==> src/rtl/alarm_melody_player_if.sv <==
// Ring-request / buzzer bundle between the alarm block and the melody player.
// master: alarm-block side (drives ring/stop); slave: melody player.
interface alarm_melody_player_if;
  logic       alarm_do;
  logic       stop;
  logic       buzzer;
  logic       busy;
  logic [3:0] note_idx;
  logic       song_done;

  modport master (
    output alarm_do, stop,
    input  buzzer, busy, note_idx, song_done
  );

  modport slave (
    input  alarm_do, stop,
    output buzzer, busy, note_idx, song_done
  );
endinterface

==> src/rtl/alarm_melody_player.sv <==
// Plays a looping 16-note square-wave melody on buzzer while alarm_do is held
// and stop is low; any drop of the request returns to IDLE on the next cycle.
module alarm_melody_player #(
  parameter int unsigned CLK_HZ      = 1_000_000,
  parameter int unsigned BEAT_CYCLES = 250_000,
  parameter int unsigned GAP_CYCLES  = 10_000
) (
  input  logic                  newclk,
  input  logic                  rst,
  alarm_melody_player_if.slave  bus
);

  // Half-periods rounded up from note frequencies given in centi-hertz.
  localparam longint unsigned CHZ = longint'(CLK_HZ) * 100;
  localparam logic [15:0] HP_C5 = 16'((CHZ + 2 * 52325  - 1) / (2 * 52325));
  localparam logic [15:0] HP_E5 = 16'((CHZ + 2 * 65926  - 1) / (2 * 65926));
  localparam logic [15:0] HP_G5 = 16'((CHZ + 2 * 78399  - 1) / (2 * 78399));
  localparam logic [15:0] HP_C6 = 16'((CHZ + 2 * 104650 - 1) / (2 * 104650));

  localparam logic [31:0] BEAT_LAST = 32'(BEAT_CYCLES - 1);
  localparam logic [31:0] GAP_LAST  = 32'(GAP_CYCLES - 1);

  typedef enum logic [1:0] {IDLE, LOAD, PLAY, GAP} state_t;

  state_t      state;
  logic [15:0] hp;
  logic [15:0] tone_cnt;
  logic [31:0] beat_cnt;
  logic [1:0]  beats_left;
  logic        buzzer;
  logic        busy;
  logic [3:0]  note_idx;
  logic        song_done;

  logic [15:0] rom_hp;
  logic [1:0]  rom_beats;

  // Second half of the song repeats the first, so only the low index bits matter.
  always_comb begin
    rom_hp    = '0;
    rom_beats = 2'd1;
    case (note_idx[2:0])
      3'd0: begin rom_hp = HP_C5; rom_beats = 2'd1; end
      3'd1: begin rom_hp = HP_E5; rom_beats = 2'd1; end
      3'd2: begin rom_hp = HP_G5; rom_beats = 2'd1; end
      3'd3: begin rom_hp = HP_C6; rom_beats = 2'd2; end
      3'd4: begin rom_hp = '0;    rom_beats = 2'd1; end
      3'd5: begin rom_hp = HP_G5; rom_beats = 2'd1; end
      3'd6: begin rom_hp = HP_C6; rom_beats = 2'd2; end
      3'd7: begin rom_hp = '0;    rom_beats = 2'd3; end
      default: ;
    endcase
  end

  always_ff @(posedge newclk) begin
    if (rst) begin
      state      <= IDLE;
      hp         <= '0;
      tone_cnt   <= '0;
      beat_cnt   <= '0;
      beats_left <= '0;
      buzzer     <= 1'b0;
      busy       <= 1'b0;
      note_idx   <= '0;
      song_done  <= 1'b0;
    end else begin
      song_done <= 1'b0;
      // Abort takes priority over every state action, including end-of-song.
      if (state != IDLE && (bus.stop || !bus.alarm_do)) begin
        state    <= IDLE;
        busy     <= 1'b0;
        buzzer   <= 1'b0;
        note_idx <= '0;
      end else begin
        case (state)
          IDLE: begin
            if (bus.alarm_do && !bus.stop) begin
              state    <= LOAD;
              busy     <= 1'b1;
              note_idx <= '0;
            end
          end
          LOAD: begin
            hp         <= rom_hp;
            beats_left <= (rom_beats == 2'd0) ? 2'd0 : rom_beats - 2'd1;
            tone_cnt   <= '0;
            beat_cnt   <= '0;
            buzzer     <= 1'b0;
            state      <= PLAY;
          end
          PLAY: begin
            if (hp == '0) begin
              buzzer <= 1'b0;
            end else if (tone_cnt == hp - 16'd1) begin
              tone_cnt <= '0;
              buzzer   <= ~buzzer;
            end else begin
              tone_cnt <= tone_cnt + 16'd1;
            end
            // The GAP transition overrides any toggle on the last PLAY cycle.
            if (beat_cnt == BEAT_LAST) begin
              beat_cnt <= '0;
              if (beats_left == 2'd0) begin
                state  <= GAP;
                buzzer <= 1'b0;
              end else begin
                beats_left <= beats_left - 2'd1;
              end
            end else begin
              beat_cnt <= beat_cnt + 32'd1;
            end
          end
          GAP: begin
            buzzer <= 1'b0;
            if (beat_cnt == GAP_LAST) begin
              beat_cnt  <= '0;
              note_idx  <= note_idx + 4'd1;
              song_done <= (note_idx == 4'd15);
              state     <= LOAD;
            end else begin
              beat_cnt <= beat_cnt + 32'd1;
            end
          end
          default: state <= IDLE;
        endcase
      end
    end
  end

  assign bus.buzzer    = buzzer;
  assign bus.busy      = busy;
  assign bus.note_idx  = note_idx;
  assign bus.song_done = song_done;

endmodule
==> src/flat_wrapper.sv <==
// flat-port wrapper written by rule: the top's interface ports become plain ports
module alarm_melody_player_flat 
#(
  parameter int unsigned CLK_HZ      = 1_000_000,
  parameter int unsigned BEAT_CYCLES = 250_000,
  parameter int unsigned GAP_CYCLES  = 10_000
)
  (newclk, rst, bus_alarm_do, bus_stop, bus_buzzer, bus_busy, bus_note_idx, bus_song_done);
  alarm_melody_player_if bus_i ();
  input  logic newclk;
  input  logic rst;
  input wire logic [$bits(bus_i.alarm_do)-1:0] bus_alarm_do;
  input wire logic [$bits(bus_i.stop)-1:0] bus_stop;
  output wire logic [$bits(bus_i.buzzer)-1:0] bus_buzzer;
  output wire logic [$bits(bus_i.busy)-1:0] bus_busy;
  output wire logic [$bits(bus_i.note_idx)-1:0] bus_note_idx;
  output wire logic [$bits(bus_i.song_done)-1:0] bus_song_done;
  assign bus_i.alarm_do = bus_alarm_do;
  assign bus_i.stop = bus_stop;
  assign bus_buzzer = bus_i.buzzer;
  assign bus_busy = bus_i.busy;
  assign bus_note_idx = bus_i.note_idx;
  assign bus_song_done = bus_i.song_done;
  alarm_melody_player #(.CLK_HZ(CLK_HZ), .BEAT_CYCLES(BEAT_CYCLES), .GAP_CYCLES(GAP_CYCLES)) u_core (.newclk(newclk), .rst(rst), .bus(bus_i));
endmodule
==> config.mk <==
export PLATFORM = sky130hd
export DESIGN_NAME = alarm_melody_player_flat
export DESIGN_NICKNAME = d
export VERILOG_FILES = /design/src/rtl/alarm_melody_player_if.sv /design/src/rtl/alarm_melody_player.sv /design/src/flat_wrapper.sv
export SDC_FILE = /design/constraint.sdc
export NUM_CORES = 1
export LEC_CHECK = 0
export BUFFER_PORTS_ARGS = -buffer_cell sky130_fd_sc_hd__buf_4
export CAP_MARGIN = 30
export CELL_PAD_IN_SITES_DETAIL_PLACEMENT = 0
export CELL_PAD_IN_SITES_GLOBAL_PLACEMENT = 1
export CORE_MARGIN = 4
export CORE_UTILIZATION = 48
export CTS_BUF_LIST = sky130_fd_sc_hd__clkbuf_4 sky130_fd_sc_hd__clkbuf_8 sky130_fd_sc_hd__clkbuf_16
export DETAILED_ROUTE_END_ITERATION = 8
export PLACE_DENSITY_LB_ADDON = 0.05
export SLEW_MARGIN = 15
export SYNTH_ARGS = -nofsm -noshare
export SYNTH_HDL_FRONTEND = slang
export SYNTH_SLANG_ARGS = --single-unit
==> constraint.sdc <==
create_clock -name newclk -period 2.75 [get_ports newclk]
set_input_delay 0.275 -clock newclk [delete_from_list [all_inputs] [get_ports newclk]]
set_output_delay 0.275 -clock newclk [all_outputs]
set_load 0.02 [all_outputs]
* Word-level counts from Yosys, hierarchy flattened
Memories as Yosys holds them, arrays and structs flattened. A register that Yosys moved wholly into a read port is not among the register bits. Cells that the tools add are included.
Operators by class: mux-type cells 25, add/subtract/negate cells 6, equal/unequal tests 13, reductions and logical operators 24, bitwise gates (word level) 4
Operators with widths (count):
- 32-bit case mux with 3 select lines | 1
- 32-bit 2-to-1 mux | 2
- 32-bit by 1-bit adder with 32-bit output (second input constant) | 1
- 32-bit by 14-bit equality test with 1-bit output (second input constant) | 1
- 32-bit by 18-bit equality test with 1-bit output (second input constant) | 1
- 16-bit 2-to-1 mux | 2
- 16-bit case mux with 2 select lines | 1
- 16-bit by 1-bit adder with 16-bit output (second input constant) | 1
- 16-bit equality test | 1
- 16-bit zero test | 1
- 16-bit by 1-bit subtractor with 16-bit output (second input constant) | 1
- 2-bit 2-to-1 mux | 7
- 4-bit 2-to-1 mux | 2
- 2-bit by 1-bit != test with 1-bit output (second input constant) | 4
- 2-bit case mux with 4 select lines | 1
- 4-bit case mux with 2 select lines | 1
- 4-bit AND reduction | 2
- 2-bit nonzero test | 4
- 2-bit zero test | 3
- 3-bit 2-to-1 mux | 2
- 2-bit AND reduction | 3
- 3-bit AND reduction | 2
- 4-bit by 1-bit adder with 4-bit output (second input constant) | 1
- 2-bit equality test (second input constant) | 2
- 14 further kinds | 25
Storage, ports and cells: logic and storage cells 82, register bits after elaboration 75, output and inout bits 7, memories kept 1, input bits 4, memory bits (read-only) 96
Memories:
- (no name shown) | depth 8, bits a word 12, rd ports 1, clocked after memory_dff 1, wr ports 0, line alarm_melody_player.sv:42 | case (note_idx[2:0])

* Logic depth before layout (Yosys ltp)
Gate-level depths: netlist of the first run.
depth after elaboration 7, gate-level depth with buffers 11, mapped depth without buffers 11

* Least setup slack after synthesis of the first run
OpenSTA, ideal clock, no wires.
kind register -> register, start register u_core.beat_cnt[0], end register u_core.rom_hp[6] (netlist name), arrival time 2.339 ns, buffers on the path 0, library setup time 0.120 ns, clock period less this slack 2.459 ns, data required time 2.630 ns, stages on the path, launching flop included 12, path slack 0.291 ns, cell sequence dfxtp_1 ha_1 and3_1 nand4_1 nor2_1 o21ai_0 a22o_1 nor2b_1 inv_1 ha_1 inv_1 mux2i_1
Between the ends: longest elaborated chain between the ends 5
Ends and longest elaborated chain:
- start, declared | line alarm_melody_player.sv:28 | logic [31:0] beat_cnt;
- start signal, assigned | line alarm_melody_player.sv:110 | beat_cnt <= beat_cnt + 32'd1;
- start signal, assigned | line alarm_melody_player.sv:121 | beat_cnt <= beat_cnt + 32'd1;
- 32-bit by 14-bit equality test with 1-bit output | line alarm_melody_player.sv:115 | if (beat_cnt == GAP_LAST) begin
- 2-bit by 1-bit != test with 1-bit output (no line)
- 3-bit AND reduction (no line)
- 3-bit 2-to-1 mux (no line) (2 in series)
Every way passes these cells. A chain may end at the register's enable or synchronous reset.

* Worst setup path after layout of the first run
start register u_core.beat_cnt[0], end register u_core.state[0]
Between the ends: longest elaborated chain between the ends 3, elaborated cells on any way between the ends 5, those cells by class eq/ne: 4; reduce/logical: 1
Ends and longest elaborated chain:
- 32-bit by 18-bit equality test with 1-bit output or 32-bit by 14-bit equality test with 1-bit output (tied branches) | line alarm_melody_player.sv:101, alarm_melody_player.sv:115
- 2-bit by 1-bit != test with 1-bit output (no line)
- 4-bit AND reduction (no line) *
- end signal, assigned | line alarm_melody_player.sv:104 | state <= GAP;
- end signal, assigned | line alarm_melody_player.sv:119 | state <= LOAD;
- end signal, assigned | line alarm_melody_player.sv:124 | default: state <= IDLE;
- end, declared | line alarm_melody_player.sv:25 | state_t state;
Every way passes the cells marked *; elsewhere a longest branch is shown, timed or not.

==> results of run 1 <==
[per-layer routing]
layer / wire, µm / global-route usage (%) / vias up
li1: - / - / 1732
met1: 4340 / 25.0 / 1543
met2: 4140 / 30.7 / 41
met3: 287 / 5.12 / 6
met4: 87 / 5.78 / 0
met5: 0 / 0 / -
[worst max-delay path, cell delays in order, from the launching register on]
cell	delay, ns
dfxtp_1	0.37
ha_1	0.21
and3_2	0.23
nand4_1	0.24
buf_4	0.23
nor4_4	0.37
nand2_1	0.10
a221o_1	0.34
mux2_2	0.29
nor2_1	0.10
[layout make-up]
class / instances / area share (%)
multi-input combinational: 371 / 52.9
sequential: 75 / 33.0
timing repair buffer: 27 / 5.01
clock buffer: 10 / 2.89
tap: 105 / 2.89
inverter: 23 / 1.90
clock inverter: 6 / 1.40
[path summary, 6_finish.rpt]
kind	start	to	slack [ns]	cells past startpoint
worst max-delay path	u_core.beat_cnt[0]	u_core.state[0]	0.20	9
worst max register to register	u_core.beat_cnt[0]	u_core.state[0]	0.20	9
worst min-delay path	rst	u_core.beat_cnt[0]	0.28	2
worst min register to register	u_core.rom_hp[7]	u_core.hp[7]	0.46	2
[flip-flops by register name, indices dropped and copies added, names as in the netlist, 2 cells and up]
name	flops
u_core.rom_beats	2
u_core.rom_hp	7
u_core.tone_cnt	16
u_core.beats_left	2
u_core.hp	7
u_core.bus.note_idx	4
u_core.state	2
u_core.beat_cnt	32
[timing repair]
action,4_1_cts,5_1_grt
endpoints found under the hold margin,0,0
endpoints found under the setup margin,0,8
setup buffers,0,2
resized for setup,0,7
[kinds of logic (layout without fill, tap and decap cells)]
group           after synthesis  after routing  share of synthesized area [%]
compound gates               66             66                           10.5
simple gates                227            227                           29.4
mux                          15             15                           3.78
buf+inv                      37             66                           3.93
flops                        75             75                           37.2
fa+ha+maj                    17             17                           5.26
xor+xnor                     46             46                           9.97
[metrics by stage]
stage | instance area, µm² | setup WS [ns] | TNS (ns) | utilization [%] | power [mW]
after CTS | 4510 | 0.0600 | 0 | 54.9 | 3.18
after floorplan | 4040 | 0.291 | 0 | - | 1.99
after global routing | 4550 | -0.00971 | -0.00971 | 55.3 | 3.35
after detailed placement | 4310 | 0.0853 | 0 | 52.5 | 2.32
final | 4550 | 0.196 | 0 | 55.3 | 3.14
after global placement | 4310 | 0.217 | 0 | 52.5 | 2.30
[power breakdown]
part	leakage (nW)	total [mW]	switching [mW]	internal (mW)
Sequential	0.605	1.21	0.0738	1.13
Clock	0.0961	0.851	0.422	0.429
Combinational	1.01	1.09	0.636	0.449
Total	1.71	3.14	1.13	2.01
[layout by cell type (no fill, tap or decap), types with 9 or more instances in the layout]
master | synthesis | layout
ha_1 | 17 | 17
nand3b_1 | 10 | 10
xnor2_1 | 19 | 19
clkbuf_8 | 0 | 9
nor3_1 | 15 | 15
mux2i_1 | 13 | 13
xor2_1 | 27 | 27
nor2_1 | 64 | 63
a21oi_1 | 26 | 26
dfxtp_1 | 75 | 75
nand2_1 | 45 | 45
inv_1 | 22 | 22
and3_1 | 12 | 11
o21ai_0 | 13 | 13
nand4_1 | 13 | 13
buf_4 | 2 | 25
nand3_1 | 27 | 27
==> impl_metrics.json, run 1 <==
{
  "status": "completed",
  "wl_um": 8860,
  "clockBufferDepth": 2,
  "ant_nets": 0,
  "grt_pass1_vias": 3158,
  "num_vias": 3322,
  "cts_tree": "done",
  "overflow": 0,
  "die-height_um": 99.7,
  "io_buffers": 10,
  "multi_input_area_um2": 2400,
  "async_reset_ff_share_pct": 0,
  "dpl.cell_count": 599,
  "synthDominantCellAreaShare_pct": 37.2,
  "post-dp-hpwl_um": 6500,
  "syn_area_um2": 4040,
  "dieArea_um2": 9950,
  "synthCells": 483,
  "syn_avg_cell_area_um2": 8.36,
  "fin_hold_ws_ns": 0.285,
  "power_density_nw_per_um2": 691,
  "gp_congestion": 0.777,
  "yosysTopAreaCell": "dfxtp_1",
  "synth_most_common_cell": "dfxtp_1",
  "grt_pass1_wl_um": 15100,
  "peakVddDrop_mv": 0.331,
  "vias_per_cell": 5.38,
  "critPathKind": "register to register",
  "clockRootBuffer": "clkbuf_8",
  "clkTransAtPathRegs_ns": 0.08,
  "clock-sinks": 75,
  "crit_arrival_ns": 2.84,
  "ys_top_cells_by_count": "dfxtp_1, nor2_1, nand2_1",
  "syn-num-nets": 504,
  "synthFlopType": "dfxtp_1",
  "hold_class": "input port to register",
  "synth_cell_types": 56,
  "synth_edf_count": 0,
  "worstPathRequired_ns": 3.03,
  "die_w_um": 99.7,
  "antenna_found_initial": 0,
  "finalHoldViolCount": 0,
  "register_area_um2": 1500,
  "fin_cells": 617,
  "grt_max_degree": 27,
  "slew_headroom_pct": 58.3,
  "first_pass_iters": 4,
  "maxCapViolCount": 0,
  "cts_buffers": 9,
  "fmaxAchievable_ghz": 0.391,
  "fin_crit_sh_pct": 92.9,
  "h-tree-depth": 3,
  "drive_gt1_share_pct": 12.3,
  "worstSetupEndpointType": "register",
  "top_level_ports": 11,
  "antenna_cells": 0,
  "fin_nets": 528,
  "drtIter0Drc": 143,
  "grt_use_total_pct": 19.1,
  "synth_warnings": 0,
  "crit_path_start_kind": "register",
  "synthToLayoutAreaGrowth_pct": 12.5,
  "critPathMaxFanout": 4,
  "n_fill_cell": 796,
  "synth_area_leaders": "dfxtp_1, nor2_1, xor2_1",
  "ys_seq_area_share_pct": 37.2,
  "worst_skew_pair.late_latency_ns": 0.35,
  "leakage_nw": 1.71,
  "rows": 33,
  "finalSetupViolCount": 0,
  "ctsHoldBuffers": 0,
  "synth_seq_cells": 75,
  "drc": 0,
  "core_um2": 8220,
  "tightest_slew_ns": 0.610,
  "finClkSkew_ns": 0.00873,
  "layout_min_cycle_time_ns": 2.55,
  "wl_per_cell_um": 14.4,
  "maxSlewViolCount": 0,
  "start_util_pct": 49.2
}
Power figures use the tool's default switching activity.
==> run 2: changes to the inputs <==
--- a/config.mk
+++ b/config.mk
@@ -5,14 +5,15 @@
 export SDC_FILE = /design/constraint.sdc
 export NUM_CORES = 1
 export LEC_CHECK = 0
-export BUFFER_PORTS_ARGS = -buffer_cell sky130_fd_sc_hd__buf_4
 export CAP_MARGIN = 30
 export CELL_PAD_IN_SITES_DETAIL_PLACEMENT = 0
 export CELL_PAD_IN_SITES_GLOBAL_PLACEMENT = 1
 export CORE_MARGIN = 4
-export CORE_UTILIZATION = 48
+export CORE_UTILIZATION = 49
 export CTS_BUF_LIST = sky130_fd_sc_hd__clkbuf_4 sky130_fd_sc_hd__clkbuf_8 sky130_fd_sc_hd__clkbuf_16
 export DETAILED_ROUTE_END_ITERATION = 8
+export DONT_BUFFER_PORTS = 1
+export HOLD_SLACK_MARGIN = 0.02
 export PLACE_DENSITY_LB_ADDON = 0.05
 export SLEW_MARGIN = 15
 export SYNTH_ARGS = -nofsm -noshare
==> run 2 against run 1 <==
Register-to-register slack improved by 0.02 ns; via count fell by 0.51%; first-iteration DRC count fell by 7.0%; largest power group unchanged; critical path type unchanged; non-clock buffer count fell by 11; fmax rose by 0.59%; highest routed layer unchanged.
==> impl_metrics.json, run 2 (same netlist as run 1, synthesis figures left out) <==
{
  "status": "completed",
  "antenna_cells": 0,
  "crit_chain": "inv_1 > ha_1 > nor3b_2 > buf_4 > xnor2_1 > or3_4 > a2111oi_4 > nand4_1 > mux2i_1 > o31ai_1",
  "overflow": 0,
  "ant_nets": 0,
  "finalHoldViolCount": 0,
  "rsz0062_at_grt": "no",
  "layout_commonest_cell": "dfxtp_1",
  "dieArea_um2": 9760,
  "cts_buffers": 9,
  "leakage_nw": 1.68,
  "crit_family": "simple AND/OR/NAND/NOR gates",
  "place_area_um2": 4230,
  "clockBufferDepth": 2,
  "core_um2": 7890,
  "peakVddDrop_mv": 0.293,
  "worstPathRequired_ns": 2.97,
  "num_vias": 3305,
  "critPathKind": "register to register",
  "clock-sinks": 75,
  "maxCapViolCount": 0,
  "wl_per_cell_um": 14.5,
  "final.setup.tns_ns": 0,
  "fin_crit_sh_pct": 92.3,
  "vias_per_cell": 5.49,
  "clkTransAtPathRegs_ns": 0.07,
  "io_buffers": 0,
  "fmaxAchievable_ghz": 0.394,
  "die-height_um": 98.8,
  "crit_slowest_cell": "dfxtp_1",
  "dp_slack_ns": 0.136,
  "tightest_slew_ns": 0.937,
  "power.total_mw": 3.28,
  "fin_hold_ws_ns": 0.222,
  "fin_nets": 517,
  "final_area_um2": 4510,
  "first_pass_iters": 4,
  "start_util_pct": 51.2,
  "cts_tree": "done",
  "drive_gt1_share_pct": 10.4,
  "slowest_delay_ns": 0.44,
  "grt_pass1_wl_um": 14900,
  "hold_class": "input port to register",
  "crit_arrival_ns": 2.76,
  "fin_cells": 602,
  "worstSetupEndpointType": "register",
  "path_buf_inv": 2,
  "drtIter0Drc": 133,
  "layout_min_cycle_time_ns": 2.54,
  "post-dp-hpwl_um": 6280,
  "grt_max_degree": 24,
  "dpl.cell_count": 586,
  "top_regs": "u_core.beat_cnt x32, u_core.tone_cnt x16",
  "rows": 32,
  "synthToLayoutAreaGrowth_pct": 11.6,
  "wl_um": 8700,
  "slew_headroom_pct": 37.4,
  "maxSlewViolCount": 0,
  "power_density_nw_per_um2": 727,
  "grt_pass1_vias": 3148,
  "gp_congestion": 0.798,
  "top_level_ports": 11,
  "die_w_um": 98.8,
  "antenna_found_initial": 0,
  "clockRootBuffer": "clkbuf_8",
  "top_register": "u_core.beat_cnt",
  "grt_use_total_pct": 18.5,
  "n_fill_cell": 722,
  "drc": 0,
  "finClkSkew_ns": 0.00877,
  "largest_reg_flops": 32,
  "h-tree-depth": 3,
  "final_cell_mix": "dfxtp_1, nor2_1, nand2_1",
  "final_core_util_pct": 57.1,
  "finalSetupViolCount": 0,
  "fin_ws_ns": 0.211,
  "crit_path_start_kind": "register",
  "critPathMaxFanout": 5,
  "worst_skew_pair.late_latency_ns": 0.34
}
## run 2: cell count changes in the layout (fill, tap and decap cells not counted), sizes merged
cell | previous run | this run
buf | 27 | 15
bufinv | 1 | 3
clkinv | 2 | 1
clkinvlp | 2 | 1
dlygate4sd3 | 0 | 1
inv | 24 | 23
## run 2: routing by layer
layer  global-route usage [%]  routed length, µm  part of all wire, %
met5                        0                  0                    0
met4                     4.62                 78                 0.90
met3                     4.39                282                  3.2
met2                     28.2               3850                   44
met1                     26.3               4490                   52
## run 2: layout make-up
cell class                      count  area, µm²  area share [%]
Multi-Input combinational cell    371       2410            53.5
Clock inverter                      5        103            2.28
Tap cell                          102        128            2.83
Timing Repair Buffer               16        148            3.28
Inverter                           23       86.3            1.92
Clock buffer                       10        131            2.92
Sequential cell                    75       1500            33.3
## run 2: repair_timing
| action | CTS | global route |
|---|---|---|
| hold buffers | 1 | 0 |
| gates resized for setup | 0 | 7 |
| setup endpoints to repair | 0 | 5 |
| setup buffers | 0 | 0 |
| hold endpoints to repair | 23 | 0 |
## run 2: final timing paths
check	slack [ns]	depth (start not counted)	startpoint	end
hold reg to reg	0.46	2	u_core.rom_hp[3]	u_core.hp[3]
hold / removal	0.22	3	bus_stop	u_core.bus.busy
setup reg to reg	0.21	10	u_core.hp[0]	u_core.bus.buzzer
setup / recovery	0.21	10	u_core.hp[0]	u_core.bus.buzzer
## run 2: report_power, final
part	internal (mW)	switching [mW]	total, mW
Clock	0.607	0.392	0.999
Combinational	0.437	0.629	1.07
Sequential	1.13	0.0790	1.21
## run 2: worst reg2reg max path: stages, from the launching register on
cell       delay [ns]
dfxtp_1          0.44
inv_1            0.07
ha_1             0.24
nor3b_2          0.18
buf_4            0.17
xnor2_1          0.12
or3_4            0.35
a2111oi_4        0.34
nand4_1          0.23
mux2i_1          0.20
o31ai_1          0.09
